===== src/rtl/ecg_decomp_core_if.sv =====
// rtl/ecg_decomp_core_if.sv - codeword and sample handshake bundle for ecg_decomp_core
interface ecg_decomp_core_if #(
  parameter int SW = 16
);
  logic                 cw_valid;
  logic                 cw_ready;
  logic [1:0]           cw_type;
  logic [11:0]          cw_data;
  logic                 sample_valid;
  logic                 sample_ready;
  logic signed [SW-1:0] sample_out;
  logic                 blk_last;

  modport master (
    output cw_valid, cw_type, cw_data, sample_ready,
    input  cw_ready, sample_valid, sample_out, blk_last
  );

  modport slave (
    input  cw_valid, cw_type, cw_data, sample_ready,
    output cw_ready, sample_valid, sample_out, blk_last
  );
endinterface


===== src/rtl/ecg_decomp_core.sv =====
// rtl/ecg_decomp_core.sv - run/Rice codeword decoder with delta reconstruction
// Optional ECG_DEC_SAT_EN: clamp reconstructed samples and raise sticky sat_flag.
module ecg_decomp_core #(
  parameter int SW  = 16,
  parameter int BLK = 8
) (
  input  logic                clk,
  input  logic                rst_n,
  input  logic                start,
  output logic                sat_flag,
  ecg_decomp_core_if.slave    bus
);
  localparam int BW = (BLK > 1) ? $clog2(BLK) : 1;

  typedef enum logic [1:0] {IDLE, EMIT, RUN} state_t;

  state_t               state, state_nxt;
  logic signed [SW-1:0] predictor, pred_eff, result, sample_hold;
  logic [BW-1:0]        blk_cnt;
  logic [7:0]           run_cnt;
  logic                 accept, out_hs, is_run, run_nz;
  logic                 sgn;
  logic [10:0]          mag;
  logic signed [SW:0]   mag_ext, delta, sum;

  assign accept   = bus.cw_valid && bus.cw_ready;
  assign out_hs   = bus.sample_valid && bus.sample_ready;
  assign is_run   = (bus.cw_type == 2'd0);
  assign run_nz   = |bus.cw_data[7:0];
  assign pred_eff = start ? '0 : predictor;

  // Magnitude is simply the low k+6 bits; the sign sits just above them.
  always_comb begin
    sgn = 1'b0;
    mag = '0;
    case (bus.cw_type)
      2'd1: begin sgn = bus.cw_data[9];  mag = {2'b00, bus.cw_data[8:0]}; end
      2'd2: begin sgn = bus.cw_data[10]; mag = {1'b0, bus.cw_data[9:0]};  end
      2'd3: begin sgn = bus.cw_data[11]; mag = bus.cw_data[10:0];         end
      default: ;
    endcase
  end

  assign mag_ext = {{(SW-10){1'b0}}, mag};
  assign delta   = sgn ? -mag_ext : mag_ext;
  assign sum     = {pred_eff[SW-1], pred_eff} + delta;

`ifdef ECG_DEC_SAT_EN
  logic ovf;
  assign ovf    = sum[SW] ^ sum[SW-1];
  assign result = ovf ? (sum[SW] ? {1'b1, {(SW-1){1'b0}}} : {1'b0, {(SW-1){1'b1}}})
                      : sum[SW-1:0];

  always_ff @(posedge clk or negedge rst_n) begin
    if (!rst_n) sat_flag <= 1'b0;
    else        sat_flag <= (sat_flag && !start) || (accept && ovf);
  end
`else
  logic unused_sum_msb;
  assign unused_sum_msb = sum[SW];
  assign result         = sum[SW-1:0];
  assign sat_flag       = 1'b0;
`endif

  always_ff @(posedge clk or negedge rst_n) begin
    if (!rst_n) state <= IDLE;
    else        state <= state_nxt;
  end

  always_comb begin
    state_nxt = state;
    case (state)
      IDLE, EMIT: begin
        if (state == EMIT && start)
          state_nxt = IDLE;
        else if (accept)
          state_nxt = is_run ? (run_nz ? RUN : IDLE) : EMIT;
        else if (state == EMIT && bus.sample_ready)
          state_nxt = IDLE;
      end
      RUN: begin
        if (start)
          state_nxt = IDLE;
        else if (out_hs && run_cnt == 8'd1)
          state_nxt = IDLE;
      end
      default: state_nxt = IDLE;
    endcase
  end

  always_comb begin
    bus.cw_ready     = rst_n && ((state == IDLE) ||
                                 (state == EMIT && bus.sample_ready && !start));
    bus.sample_valid = (state != IDLE);
    bus.blk_last     = (state != IDLE) && (blk_cnt == BW'(BLK-1));
    bus.sample_out   = sample_hold;
  end

  // An accepted codeword overrides the start clear so it decodes against zero.
  always_ff @(posedge clk or negedge rst_n) begin
    if (!rst_n) begin
      predictor   <= '0;
      sample_hold <= '0;
      blk_cnt     <= '0;
      run_cnt     <= '0;
    end else begin
      if (start) begin
        predictor <= '0;
        blk_cnt   <= '0;
        run_cnt   <= '0;
      end else begin
        if (out_hs)
          blk_cnt <= blk_cnt + 1'b1;
        if (state == RUN && out_hs)
          run_cnt <= run_cnt - 1'b1;
      end
      if (accept) begin
        predictor   <= result;
        sample_hold <= result;
        run_cnt     <= is_run ? bus.cw_data[7:0] : 8'd0;
      end
    end
  end
endmodule


===== src/flat_wrapper.sv =====
// flat-port wrapper written by rule: the top's interface ports become plain ports
module ecg_decomp_core_flat 
#(
  parameter int SW  = 16,
  parameter int BLK = 8
)
  (clk, rst_n, start, sat_flag, bus_cw_valid, bus_cw_type, bus_cw_data, bus_sample_ready, bus_cw_ready, bus_sample_valid, bus_sample_out, bus_blk_last);
  ecg_decomp_core_if #(.SW(SW)) bus_i ();
  input  logic clk;
  input  logic rst_n;
  input  logic start;
  output logic sat_flag;
  input wire logic [$bits(bus_i.cw_valid)-1:0] bus_cw_valid;
  input wire logic [$bits(bus_i.cw_type)-1:0] bus_cw_type;
  input wire logic [$bits(bus_i.cw_data)-1:0] bus_cw_data;
  input wire logic [$bits(bus_i.sample_ready)-1:0] bus_sample_ready;
  output wire logic [$bits(bus_i.cw_ready)-1:0] bus_cw_ready;
  output wire logic [$bits(bus_i.sample_valid)-1:0] bus_sample_valid;
  output wire logic [$bits(bus_i.sample_out)-1:0] bus_sample_out;
  output wire logic [$bits(bus_i.blk_last)-1:0] bus_blk_last;
  assign bus_i.cw_valid = bus_cw_valid;
  assign bus_i.cw_type = bus_cw_type;
  assign bus_i.cw_data = bus_cw_data;
  assign bus_i.sample_ready = bus_sample_ready;
  assign bus_cw_ready = bus_i.cw_ready;
  assign bus_sample_valid = bus_i.sample_valid;
  assign bus_sample_out = bus_i.sample_out;
  assign bus_blk_last = bus_i.blk_last;
  ecg_decomp_core #(.SW(SW), .BLK(BLK)) u_core (.clk(clk), .rst_n(rst_n), .start(start), .sat_flag(sat_flag), .bus(bus_i));
endmodule

===== config.mk =====
export PLATFORM = sky130hd
export DESIGN_NAME = ecg_decomp_core_flat
export DESIGN_NICKNAME = d
export VERILOG_FILES = /design/src/rtl/ecg_decomp_core_if.sv /design/src/rtl/ecg_decomp_core.sv /design/src/flat_wrapper.sv
export SDC_FILE = /design/constraint.sdc
export NUM_CORES = 1
export LEC_CHECK = 0
export CORE_UTILIZATION = 50
export CTS_CLUSTER_DIAMETER = 50
export DETAILED_ROUTE_END_ITERATION = 10
export PLACE_DENSITY = 0.73
export SYNTH_ARGS = -nofsm -noshare
export SYNTH_HDL_FRONTEND = slang
export SYNTH_SLANG_ARGS = --single-unit

===== constraint.sdc =====
create_clock -name clk -period 3.2 [get_ports clk]
set_input_delay 0.64 -clock clk [delete_from_list [all_inputs] [get_ports clk]]
set_output_delay 0.64 -clock clk [all_outputs]
set_load 0.01 [all_outputs]

Word-level counts from Yosys, hierarchy flattened
Index checks and enable logic that the tools add are counted.
W data, S select, Z words.
{"block": "word_totals", "reg_bits": 45, "inputBits": 19, "output_inout_bits": 20, "word_cells": 56}
{"block": "classes", "n_addsub": 4, "n_eq_ne": 9, "muxes": 19, "reduce_logical": 19}
{"op": "$mux W16", "count": 3}
{"op": "$pmux W11 S3", "count": 1}
{"op": "$mux W8", "count": 4}
{"op": "$add A16 B16 Y16", "count": 1}
{"op": "$neg A11 Y16", "count": 1}
{"op": "$mux W2", "count": 7}
{"op": "$logic_and A1 B1 Y1", "count": 9}
{"op": "$eq A8 B1 Y1 const B", "count": 1}
{"op": "$reduce_or A8 Y1", "count": 1}
{"op": "$sub A8 B1 Y8 const B", "count": 1}
{"op": "$eq A2 B2 Y1 const B", "count": 3}
{"op": "$mux W3", "count": 2}
{"op": "$eq A2 B1 Y1 const B", "count": 2}
{"op": "$logic_not A2 Y1", "count": 2}
{"op": "$ne A4 B1 Y1 const B", "count": 1}
{"op": "$pmux W2 S2", "count": 1}
{"op": "$reduce_bool A2 Y1", "count": 2}
{"op": "$add A3 B1 Y3 const B", "count": 1}
{"op": "$eq A3 B3 Y1 const B", "count": 1}
{"op": "$ne A3 B2 Y1 const B", "count": 1}
{"op": "$pmux W1 S3", "count": 1}
{"op": "$reduce_bool A3 Y1", "count": 1}
{"op": "$reduce_and A2 Y1", "count": 1}
{"op": "$reduce_or A2 Y1", "count": 1}
{"op": "2 further kinds", "count": 2}

Depth between registers and ports, before layout
Gate-level depths: netlist of the first run.
{"block": "logic_depth", "depth_word": 9, "depth_mapped": 16, "mapped_depth_nobuf": 15}

Least setup slack after synthesis of the first run
No wires, ideal clock.
{"block": "synth_path", "path_type": "in2reg", "from": "in bus_cw_type[1]", "to": "reg u_core.predictor[14]", "setup_time_ns": 0.125, "t_arrival_ns": 3.260, "slack_ns": -0.185, "stages": 15, "path_buffers": 1, "path_cell_list": "or2_2 > nand2_1 > ha_1 > o21ai_0 > o21ai_0 > a21oi_1 > o22ai_1 > ha_1 > buf_2 > a21o_1 > a21o_1 > a311oi_1 > o21ai_1 > xor2_1 > mux2_2"}
{"block": "synth_via", "elab_chain_cells": 6, "word_cells_on_any_way": 9}
{"element": "start: declaration", "line": "flat_wrapper.sv:14", "text": "input wire logic [$bits(bus_i.cw_type)-1:0] bus_cw_type;"}
{"element": "$eq A2 B2 Y1 or $eq A2 B1 Y1 (tied branches)", "line": "ecg_decomp_core.sv:36", "text": "case (bus.cw_type)"}
{"element": "$pmux W11 S3", "line": "ecg_decomp_core.sv:36"}
{"element": "$neg A11 Y16", "line": "ecg_decomp_core.sv:45", "text": "assign delta = sgn ? -mag_ext : mag_ext;"}
{"element": "$mux W16 (*)", "line": "ecg_decomp_core.sv:45"}
{"element": "$add A16 B16 Y16 (*)", "line": "ecg_decomp_core.sv:46", "text": "assign sum = {pred_eff[SW-1], pred_eff} + delta;"}
{"element": "$mux W16 (*)", "line": "ecg_decomp_core.sv:117", "text": "if (accept) begin"}
{"element": "end signal: assignment", "line": "ecg_decomp_core.sv:118", "text": "predictor <= result;"}
{"element": "end: declaration", "line": "ecg_decomp_core.sv:18", "text": "logic signed [SW-1:0] predictor, pred_eff, result, sample_hold;"}
Mark *: on every way between the ends. The rest lies on a longest branch, timed or not.
A chain may end at the register's enable or synchronous reset.

Worst setup path in the final report of the first run
{"block": "layout_path", "from": "in bus_cw_data[4]", "to": "reg u_core.sample_hold[14] (netlist: u_core.bus.sample_out[14])"}
{"block": "layout_via", "elab_chain_cells": 4}
{"element": "start: declaration", "line": "flat_wrapper.sv:15", "text": "input wire logic [$bits(bus_i.cw_data)-1:0] bus_cw_data;"}
{"element": "$pmux W11 S3 (*)", "line": "ecg_decomp_core.sv:36"}
{"element": "$neg A11 Y16", "line": "ecg_decomp_core.sv:45"}
{"element": "$mux W16 (*)", "line": "ecg_decomp_core.sv:45"}
{"element": "$add A16 B16 Y16 (*)", "line": "ecg_decomp_core.sv:46"}
{"element": "end signal: assignment", "line": "ecg_decomp_core.sv:119", "text": "sample_hold <= result;"}
{"element": "end: declaration", "line": "ecg_decomp_core.sv:18"}
Marks and branches as above.

==> impl_results.md, run 1 <==
- Outcome: finished with violations
- Violated checks: setup timing
- Final-layout worst hold slack: between 0.3 and 0.4 ns
- Routed wire length: approximately 10000 um
- Number of buffers created by CTS: 5
- Synth warnings: 0
- Worst min path class: in -> async
- Latest clock arrival within the worst-skew pair: just over 0.3 ns
- Final Critical Period: ~3.3 ns
- Maximum number of buffers from clock root to sink: 2
- Commonest cells in the synthesized netlist: nand2_1, dfrtp_1, a21oi_1, nor2_1, ha_1
- Maximum capacitance violations: 0
- Post-synth top area cell: dfrtp_1
- Die Span X: 82.2 um
- Remaining design rule violation count: 0
- ANT cells: 0
- Met2 WL: approximately 5000 um
- Share of synthesized registers carrying an async set or reset: between 90% and 100%
- Syn nets: around 430
- Cell with the most instances after synthesis: nand2_1
- Data required time at the worst endpoint: approximately 3.4 ns
- Clock slew at the register clock pins of the worst setup and hold paths: ~0.080 ns
- Simple-gate share of the synthesized area: roughly 23%
- Placeable core region: between 6000 and 7000 um^2
- Fraction of synthesized cell area in xor and xnor cells: under 10%
- Total of buffers placed on input and output ports: 37
- Portion of netlist area occupied by mux cells: between 2 and 3%
- Internal power: between 1 and 1.5 mW
- Clock tree from TritonCTS: built
- Critical path fanouts, max: 3
- Combined global-route utilization of all metal layers: 28.3%
- Share of the core filled with cells: 77.8%
- First-pass iteration count of the detailed router: 5
- RD Place Congestion: 0.945
- Final worst slack: -0.121 ns
- Layout Nets: about 540
- Post-synthesis register bit count: 45
- Wire per inst: roughly 17 um
- Slew Limit Headroom: a little over a quarter
- CTS Hold Bufs: 0
- Reported leakage power: around 2.3 nW
- Ratio of cells with drive above 1 in the final layout: roughly a third
- Grt ovf: 0
- Mapped Area: between 3000 and 4000 um^2
- Placed Instances: approximately 550
- Critical Path End Type: flop
- Final-report hold violation count: 0
- Total power of the final layout: around 2.2 mW
- Share of the synthesized area in compound gates (AO/OA/AOI/OAI): between 20% and 30%
- Sequential group share of total power: around a third
- Routed met1 length: about 4300 um
- Initial antenna violation count: 0
- Maximum clock frequency: 0.301 GHz
- Global-route wire length before repair: roughly 14000 um
- Cell at the root of the clock tree: clkbuf_8
- Data arrival time of the critical path: roughly 3.5 ns
- Unrepaired setup endpoints after global routing: yes
- Power share of the clock group: between 20% and 30%
- Ranking of synthesized cells by area: dfrtp_1, nand2_1, ha_1, a21oi_1, nor2_1
- Total net switching power: around 0.74 mW
- Synth cell types: 56
- Half-perimeter wire length after detailed placement: between 6000 and 7000 um
- Area growth from synthesis to final layout: 46.5%
- Final setup violation count: 3
- Worst-Margin Slew: between 1 and 1.5 ns
- Worst clock skew on the final layout: 0.0122 ns
- Number of primary I/O pins: 39
- Met3 WL: around 550 um
- Share of the yosys chip area belonging to registers: approximately a third
- Sink count of the clock tree: 45
- Number of enable flip-flop cells after synthesis: 0
- TNS Setup: -0.273 ns
- Cell count after synthesis: 389
- Worst-case vdd ir drop: ~0.32 mV
- Via count of the first global-routing pass: 3101
- Startpoint type of the worst setup path: input pin
- Top FF cell, synth: dfrtp_1
- Sw Ratio: ~33%
- Via count of the routed design: between 3000 and 4000
- Die area: 6760 um^2
- Synthesized-area fraction occupied by adder cells: 8.01%
- Initial core utilization: a little over half
- Routed Antenna Nets: 0
- Average cell area after synthesis: roughly 8.3 um^2
- Final slew viol count: 0
- Initial detailed-routing violation count: approximately 210
- Fraction of power consumed by combinational cells: between 40 and 50%
- Number of placement rows: 28
- Ratio of total power to cell area: 468 nW/um^2
- CTS H-tree depth: 2
- Fin crit share: 104%
- Non-filler instance count after layout: approximately 580
- Maximum number of pins on one net before global-route repair: 40
- Post-synth top area share: roughly a third
- Kind of critical path: in -> reg
- Drt via density: ~5.9
- Combinational family with the most area after synthesis: simple AND/OR/NAND/NOR gates
- Die height: a little over 80 um
- Top layer in use: met4
power by group through the flow:
stage	sequential (mW)	combinational (mW)	clock, mW
floorplan	0.780	0.423	0
global placement	0.753	0.801	0
detailed placement	0.758	0.819	0
CTS	0.747	0.868	0.530
global route	0.761	1.00	0.548
finish	0.749	0.937	0.520
final timing paths:
path / start / endpoint / slack [ns] / depth (start not counted)
max: bus_cw_data[4] / u_core.bus.sample_out[14] / -0.12 / 14
min: rst_n / u_core.state[0] / 0.35 / 2
max in group asynchronous: rst_n / u_core.predictor[8] / 2.52 / 2
max reg2reg: u_core.predictor[7] / u_core.bus.sample_out[14] / 0.79 / 9
min reg2reg: u_core.bus.sample_out[11] / u_core.bus.sample_out[11] / 0.48 / 2
min in group clk: u_core.bus.sample_out[11] / u_core.bus.sample_out[11] / 0.48 / 2
critical path, cell delays in order:
cell             delay, ns
clkdlybuf4s15_1       0.21
nor3_4                0.23
nand2_2               0.12
o31ai_4               0.20
xor2_1                0.21
nor2_2                0.08
ha_1                  0.31
a21o_1                0.21
a21o_1                0.18
a21o_1                0.19
a311oi_2              0.36
o21ai_4               0.12
xor2_2                0.19
mux2_4                0.26
per-stage QoR:
step                instance area, um^2  setup WS (ns)
global route                       4710         -0.231
floorplan                          3300        -0.0556
global placement                   4170         -0.602
detailed placement                 4170         -0.676
finish                             4710         -0.121
CTS                                4520        0.00848
layer usage:
layer / GRT usage [%] / vias up
li1: - / 1587
met1: 36.2 / 1648
met2: 48.3 / 132
met3: 5.05 / 23
met4: 9.12 / 0
met5: 0 / -
state kept, by name (all words and copies together), names as in the netlist:
name	cells
u_core.blk_cnt	3
u_core.bus.sample_out	16
u_core.predictor	16
u_core.run_cnt	8
u_core.state	2
cell type report:
class / instances / area (um^2)
clock buffer: 5 / 68.8
clock inverter: 3 / 65.1
fill: 400 / 1350
inverter: 12 / 45.0
multi-input combinational: 313 / 2290
sequential: 45 / 1130
tap: 75 / 93.8
timing repair buffer: 126 / 1030
logic make-up after synthesis:
group,count (synthesis)
compound gates,106
simple gates,157
fa+ha+maj,20
xor+xnor,21
buf+inv,31
mux,8
other cells,1
flops,45
repair_timing:
| action | CTS | global route |
|---|---|---|
| hold endpoints to repair | 0 | 0 |
| pin swaps | 33 | 48 |
| gates resized for setup | 45 | 45 |
| cloned | 0 | 0 |
| setup buffers | 12 | 7 |
| endpoints found under the setup margin | 20 | 20 |
cells in the final DEF (no fill, tap or decap), types with 5 or more instances in the layout:
master,instances
inv_1,12
nor2b_1,15
o21ai_0,5
nand2_1,66
dfrtp_1,45
xor2_1,8
ha_1,16
nand3b_1,5
nand3_1,7
clkbuf_8,5
a21oi_2,6
clkdlybuf4s50_1,22
buf_4,85
o21ai_1,15
a21oi_1,23
a21o_1,12
xnor2_1,10
nor2_1,24
a31oi_1,6
No activity file was read; power rests on OpenSTA's default activity.
==> run 2, diff against run 1 <==
Settings changed: PLACE_DENSITY 0.73 to 0.76.
Clock period 3.2 ns to 2.7 ns, I/O delays scaled along.
==> run 2 against run 1 <==
  * The flow still finishes with violations (setup timing)
  * Flip-flop and latch count stayed put
  * Register-to-register slack worse by 0.49 ns
  * Highest routed layer unchanged
  * Clock skew is 0.0029 ns higher
==> impl_results.md, run 2 (synthesized netlist as in run 1, its figures left out) <==
- Maximum number of pins on one net before global-route repair: 46 (+15%)
- Clock tree from TritonCTS: built
- Number of placement rows: 28 (unchanged)
- Via count of the first global-routing pass: 3410 (+10%)
- Maximum capacitance violations: 0 (unchanged)
- Final slew viol count: 0 (unchanged)
- Logic depth of the worst register-to-register path: 10 (+1)
- Final Critical Period: ~3 ns
- Final worst slack: -0.361 ns (-0.240 ns)
- Worst-case vdd ir drop: 0.437 mV (+36%)
- Via count of the routed design: 3658 (+7.9%)
- Crit Reg-Reg Startpoint: u_core.predictor[0]
- Maximum clock frequency: ~0.33 GHz
- Sink count of the clock tree: 45 (unchanged)
- Routed wire length: 12000 um (+20%)
- Most common cell after layout, fill and taps aside: buf_4
- Wire per inst: 20.0 um (+16%)
- Die area: 6760 um^2 (unchanged)
- Slew Limit Headroom: 51.1% (+25 points)
- Initial core utilization: 53.1% (unchanged)
- Number of primary I/O pins: 39 (unchanged)
- Maximum number of buffers from clock root to sink: 2 (unchanged)
- Placeable core region: 6060 um^2 (unchanged)
- CTS Hold Bufs: 0 (unchanged)
- Reported leakage power: 2.41 nW (+5.7%)
- Final-report hold violation count: 0 (unchanged)
- Half-perimeter wire length after detailed placement: 6570 um (+2.0%)
- First-pass iteration count of the detailed router: 5 (unchanged)
- Critical path fanouts, max: 5 (+2)
- Fill cell total of the finished layout: 353 (-12%)
- Outcome: finished with violations
- Drt via density: 6.09 (+4.0%)
- Data arrival time of the critical path: 3.25 ns (-0.26 ns)
- Startpoint type of the worst setup path: input pin
- Ratio of cells with drive above 1 in the final layout: 39.2% (+7.0 points)
- Final setup violation count: 24 (+21)
- ANT cells: 0 (unchanged)
- Area growth from synthesis to final layout: 54.4%
- Number of buffers created by CTS: 5 (unchanged)
- Worst-Margin Slew: 0.732 ns (-0.372 ns)
- Ratio of total power to cell area: 516 nW/um^2 (+10%)
- Global-route wire length before repair: 16400 um (+14%)
- Unrepaired setup endpoints after global routing: yes
- Commonest non-fill, non-tap cells in the layout: buf_4, nand2_1, dfrtp_1
- Total area of multi-input combinational cells: 2430 um^2 (+6.1%)
- Routed Antenna Nets: 0 (unchanged)
- Combined flip-flop and latch cell area: 1130 um^2 (unchanged)
- Grt ovf: 0 (unchanged)
- Worst min path class: in -> async
- Latest clock arrival within the worst-skew pair: 0.31 ns (about the same)
- Reg2Reg Capture Point: u_core.bus.sample_out[8]
- Fin crit share: 113%
- Non-filler instance count after layout: 601 (+3.8%)
- Layout Nets: 564 (+4.1%)
- RD Place Congestion: 0.941 (-0.39%)
- CTS H-tree depth: 2 (unchanged)
- Cell at the root of the clock tree: clkbuf_8
- Violated checks: setup timing
- FF-to-FF setup slack: 0.30 ns (-0.49 ns)
- Initial antenna violation count: 0 (unchanged)
- Final-layout worst hold slack: 0.354 ns (+0.00633 ns)
- Combined global-route utilization of all metal layers: 32.5% (+4.2 points)
- Worst clock skew on the final layout: 0.0152 ns (+0.00294 ns)
- Initial detailed-routing violation count: 412 (+93%)
- Data required time at the worst endpoint: 2.89 ns (-0.50 ns)
- Kind of critical path: in -> reg
- Critical Path End Type: flop
- Clock slew at the register clock pins of the worst setup and hold paths: 0.09 ns (about the same)
- Total of buffers placed on input and output ports: 37 (unchanged)
- Die height: 82.2 um (unchanged)
- Worst slack at placement: -1.05 ns (-0.374 ns)
- Remaining design rule violation count: 0 (unchanged)
- Placed Instances: 561 (+1.6%)
- Die Span X: 82.2 um (unchanged)
- Total power of the final layout: 2.56 mW (+16%)
[run 2: area by class of cell]
class                           count  area share (%)
Timing Repair Buffer              147            24.0
Inverter                           12           0.907
Clock buffer                        8            1.61
Multi-Input combinational cell    314            48.9
Tap cell                           75            1.89
Sequential cell                    45            22.7
[run 2: per-stage QoR]
| step | utilization [%] | TNS, ns | area [um^2] |
|---|---|---|---|
| 2_1_floorplan | - | -3.16 | 3340 |
| 3_3_place_gp | 70.2 | -20.96 | 4260 |
| 3_5_place_dp | 70.2 | -23.30 | 4260 |
| 4_1_cts | 78.0 | -1.40 | 4730 |
| 5_1_grt | 82.0 | -7.70 | 4970 |
| 6_report | 82.0 | -5.94 | 4970 |
[run 2: worst max-delay path by stage]
stage	endpoint	cells past startpoint	slack, ns	from
6_report	u_core.predictor[14]	16	-0.36	bus_cw_data[9]
5_1_grt	u_core.predictor[14]	16	-0.44	bus_cw_data[9]
4_1_cts	u_core.bus.sample_out[14]	15	-0.18	bus_cw_type[0]
3_5_place_dp	u_core.bus.sample_out[14]	15	-1.05	bus_cw_type[0]
3_3_place_gp	u_core.bus.sample_out[14]	14	-0.99	bus_cw_type[0]
2_1_floorplan	u_core.bus.sample_out[14]	15	-0.46	bus_cw_data[2]
[run 2: critical path, cell delays in order]
cell,delay [ns]
dlygate4sd2_1,0.27
nand3b_1,0.21
buf_4,0.17
nand2_4,0.08
nand2_1,0.10
nor2_1,0.07
a21oi_1,0.17
o22ai_2,0.14
ha_4,0.18
a21o_1,0.19
a21o_1,0.15
a21o_1,0.20
a311oi_2,0.23
o21ai_2,0.09
xor2_1,0.19
mux2_4,0.27
[run 2: routing by layer]
metal,GRT usage [%],wire [um],vias up,share of wire (%)
met1,38.9,4630,1719,38
met4,17.7,836,0,6.9
li1,-,-,1628,-
met5,0,0,-,0
met3,5.16,893,83,7.4
met2,55.5,5680,228,47
[run 2: what timing repair did]
action,in CTS,in global routing
buffers inserted,24,8
setup endpoints to repair,27,25
resized for setup,107,39
pin swaps,56,46
gates cloned,1,0
[run 2: power by group]
group | total (mW) | switching (mW) | leakage, nW | internal, mW
Combinational | 1.25 | 0.617 | 1.78 | 0.637
Sequential | 0.894 | 0.0856 | 0.591 | 0.809
Clock | 0.416 | 0.232 | 0.0395 | 0.184
==> run 3, diff against run 2 <==
Settings changed: GPL_TIMING_DRIVEN set to 0.
==> run 3 against run 2 <==
  * Worst hold slack got worse by 0.20 ns
  * Critical path depth increased by 1
  * Global-route usage decreased by 3.1 points
  * Clock skew decreased by 0.0070 ns
  * The run still ends with setup timing left
  * Count of clock-buffer cells in the layout decreased by 3
  * Final area decreased by 6.4%
  * Flip-flop and latch count unchanged
  * Critical path type unchanged
  * Total power increased by 3.3%
  * First-iteration DRC count decreased by 50%
  * Die area unchanged
  * Critical endpoint unchanged
  * Sequential share of layout area increased by 1.6 points
  * Utilization decreased by 5.3 points
==> impl_results.md, run 3 (synthesized netlist as in run 1, its figures left out) <==
- Kind of critical path: in -> reg
- Routed wire length: 10400 um (-14%)
- Logic depth of the worst register-to-register path: 10 (unchanged)
- Outcome: finished with violations
- Maximum number of pins on one net before global-route repair: 30 (-35%)
- Worst-Margin Slew: 0.693 ns (-0.0393 ns)
- Layout Nets: 508 (-9.9%)
- Via count of the first global-routing pass: 3091 (-9.4%)
- Fin crit share: 116% (+2.2 points)
- First element of the critical path: bus_cw_type[0]
- Final-layout worst hold slack: 0.150 ns (-0.204 ns)
- Maximum number of buffers from clock root to sink: 2 (unchanged)
- Data required time at the worst endpoint: 2.90 ns (about the same)
- Final slew viol count: 0 (unchanged)
- Grt ovf: 0 (unchanged)
- Reported leakage power: 2.17 nW (-10%)
- Final worst slack: -0.421 ns (-0.0596 ns)
- Initial core utilization: 53.1% (unchanged)
- Number of placement rows: 28 (unchanged)
- Global-route wire length before repair: 14900 um (-9.4%)
- Drt via density: 6.15 (+1.1%)
- Maximum capacitance violations: 0 (unchanged)
- Remaining design rule violation count: 0 (unchanged)
- Initial antenna violation count: 0 (unchanged)
- Slew Limit Headroom: 53.5% (+2.4 points)
- FF-to-FF setup slack: 0.22 ns (-0.08 ns)
- Unrepaired setup endpoints after global routing: yes
- Combined global-route utilization of all metal layers: 29.4% (-3.1 points)
- Final Critical Period: 3.12 ns (+0.0596 ns)
- Routed Antenna Nets: 0 (unchanged)
- Die height: 82.2 um (unchanged)
- Worst min path class: in -> async
- Area growth from synthesis to final layout: 44.4%
- Final-report hold violation count: 0 (unchanged)
- Final setup violation count: 18 (-25%)
- Cell at the root of the clock tree: clkbuf_8
- Non-filler instance count after layout: 545 (-9.3%)
- Clock slew at the register clock pins of the worst setup and hold paths: 0.09 ns (about the same)
- Number of primary I/O pins: 39 (unchanged)
- Total power of the final layout: 2.65 mW (+3.3%)
- Share of the core filled with cells: 76.7% (-5.3 points)
- Critical Path End Type: flop
- Violated checks: setup timing
- Reg2Reg Capture Point: u_core.predictor[14]
- Commonest non-fill, non-tap cells in the layout: nand2_1, dfrtp_1, buf_4
- Sink count of the clock tree: 45 (unchanged)
- Most common cell after layout, fill and taps aside: nand2_1
- Total of buffers placed on input and output ports: 34 (-8.1%)
- Number of buffers created by CTS: 5 (unchanged)
- Placed Instances: 499 (-11%)
- Wire per inst: 19.0 um (-5.1%)
- CTS Hold Bufs: 0 (unchanged)
- End of the critical path: u_core.predictor[14]
- RD Place Congestion: 0.856 (-9.1%)
- Latest clock arrival within the worst-skew pair: 0.32 ns (about the same)
- Die Span X: 82.2 um (unchanged)
- Initial detailed-routing violation count: 204 (-50%)
- Critical path fanouts, max: 5 (unchanged)
- Data arrival time of the critical path: 3.32 ns (+0.07 ns)
- Via count of the routed design: 3353 (-8.3%)
- First-pass iteration count of the detailed router: 5 (unchanged)
- Die area: 6760 um^2 (unchanged)
- Ratio of cells with drive above 1 in the final layout: 31.3% (-7.9 points)
- Worst slack at placement: -1.36 ns (-0.310 ns)
- Startpoint type of the worst setup path: input pin
- Crit Reg-Reg Startpoint: u_core.predictor[0]
- Worst-case vdd ir drop: 0.438 mV (+0.16%)
- Placeable core region: 6060 um^2 (unchanged)
- Half-perimeter wire length after detailed placement: 5820 um (-11%)
- Clock tree from TritonCTS: built
- CTS H-tree depth: 2 (unchanged)
- Worst clock skew on the final layout: 0.00815 ns (-0.00704 ns)
- Maximum clock frequency: 0.320 GHz (-1.9%)
- ANT cells: 0 (unchanged)
- Ratio of total power to cell area: 570 nW/um^2 (+10%)
==> run 3: layout make-up <==
class | count | area (um^2)
Buffer | 15 | 131
Tap cell | 75 | 93.8
Timing Repair Buffer | 77 | 678
Multi-Input combinational cell | 313 | 2440
Clock inverter | 3 | 65.1
Fill cell | 388 | 1410
Inverter | 12 | 45.0
Sequential cell | 45 | 1130
Clock buffer | 5 | 68.8
==> run 3: worst max-delay path, stage by stage <==
cell and delay, ns:
buf_12 0.11, mux2_4 0.30, nand2_4 0.10, nand2_4 0.05, buf_6 0.13, buf_6 0.11, o21ai_2 0.04, a21oi_1 0.08
o22ai_1 0.23, ha_1 0.29, buf_6 0.14, a21o_1 0.20, a21o_1 0.20, a311oi_2 0.21, o21ai_1 0.12, xor2_1 0.18
mux2_4 0.27
==> run 3: how the worst min path moves through the flow <==
stage                        startpoint                       end  slack, ns  depth (start not counted)
4_1_cts                           rst_n         u_core.run_cnt[3]       0.16                          1
5_1_grt                           rst_n         u_core.run_cnt[3]       0.19                          1
6_report                          rst_n         u_core.run_cnt[3]       0.15                          1
3_5_place_dp   u_core.bus.sample_out[3]  u_core.bus.sample_out[3]       0.46                          2
2_1_floorplan                     rst_n         u_core.blk_cnt[0]       0.24                          0
3_3_place_gp   u_core.bus.sample_out[7]  u_core.bus.sample_out[7]       0.46                          2
==> run 3: through the flow <==
| stage | instance area (um^2) | setup TNS, ns |
|---|---|---|
| floorplan | 3340 | -3.16 |
| global placement | 3780 | -69.34 |
| detailed placement | 3790 | -26.55 |
| CTS | 4410 | -2.25 |
| global route | 4650 | -6.16 |
| finish | 4650 | -4.32 |
==> run 3: repair_timing <==
item                       in CTS  in global routing
buffers inserted               31                 11
gates resized for setup       112                 38
hold endpoints to repair        0                  0
setup endpoints to repair      26                 22
pin swaps                      55                 25
==> run 3: power by group <==
group          total, mW  leakage, nW  internal, mW  switching (mW)
combinational       1.14         1.51         0.567           0.575
sequential         0.884        0.591         0.808          0.0761
clock              0.621       0.0681         0.368           0.254
==> run 3: per-layer routing <==
metal	routed length (um)	vias up	global-route usage (%)
met2	4950	163	47.4
met4	369	0	14.6
met1	4350	1632	37.2
met3	695	39	5.93
li1	-	1519	-
met5	0	-	0
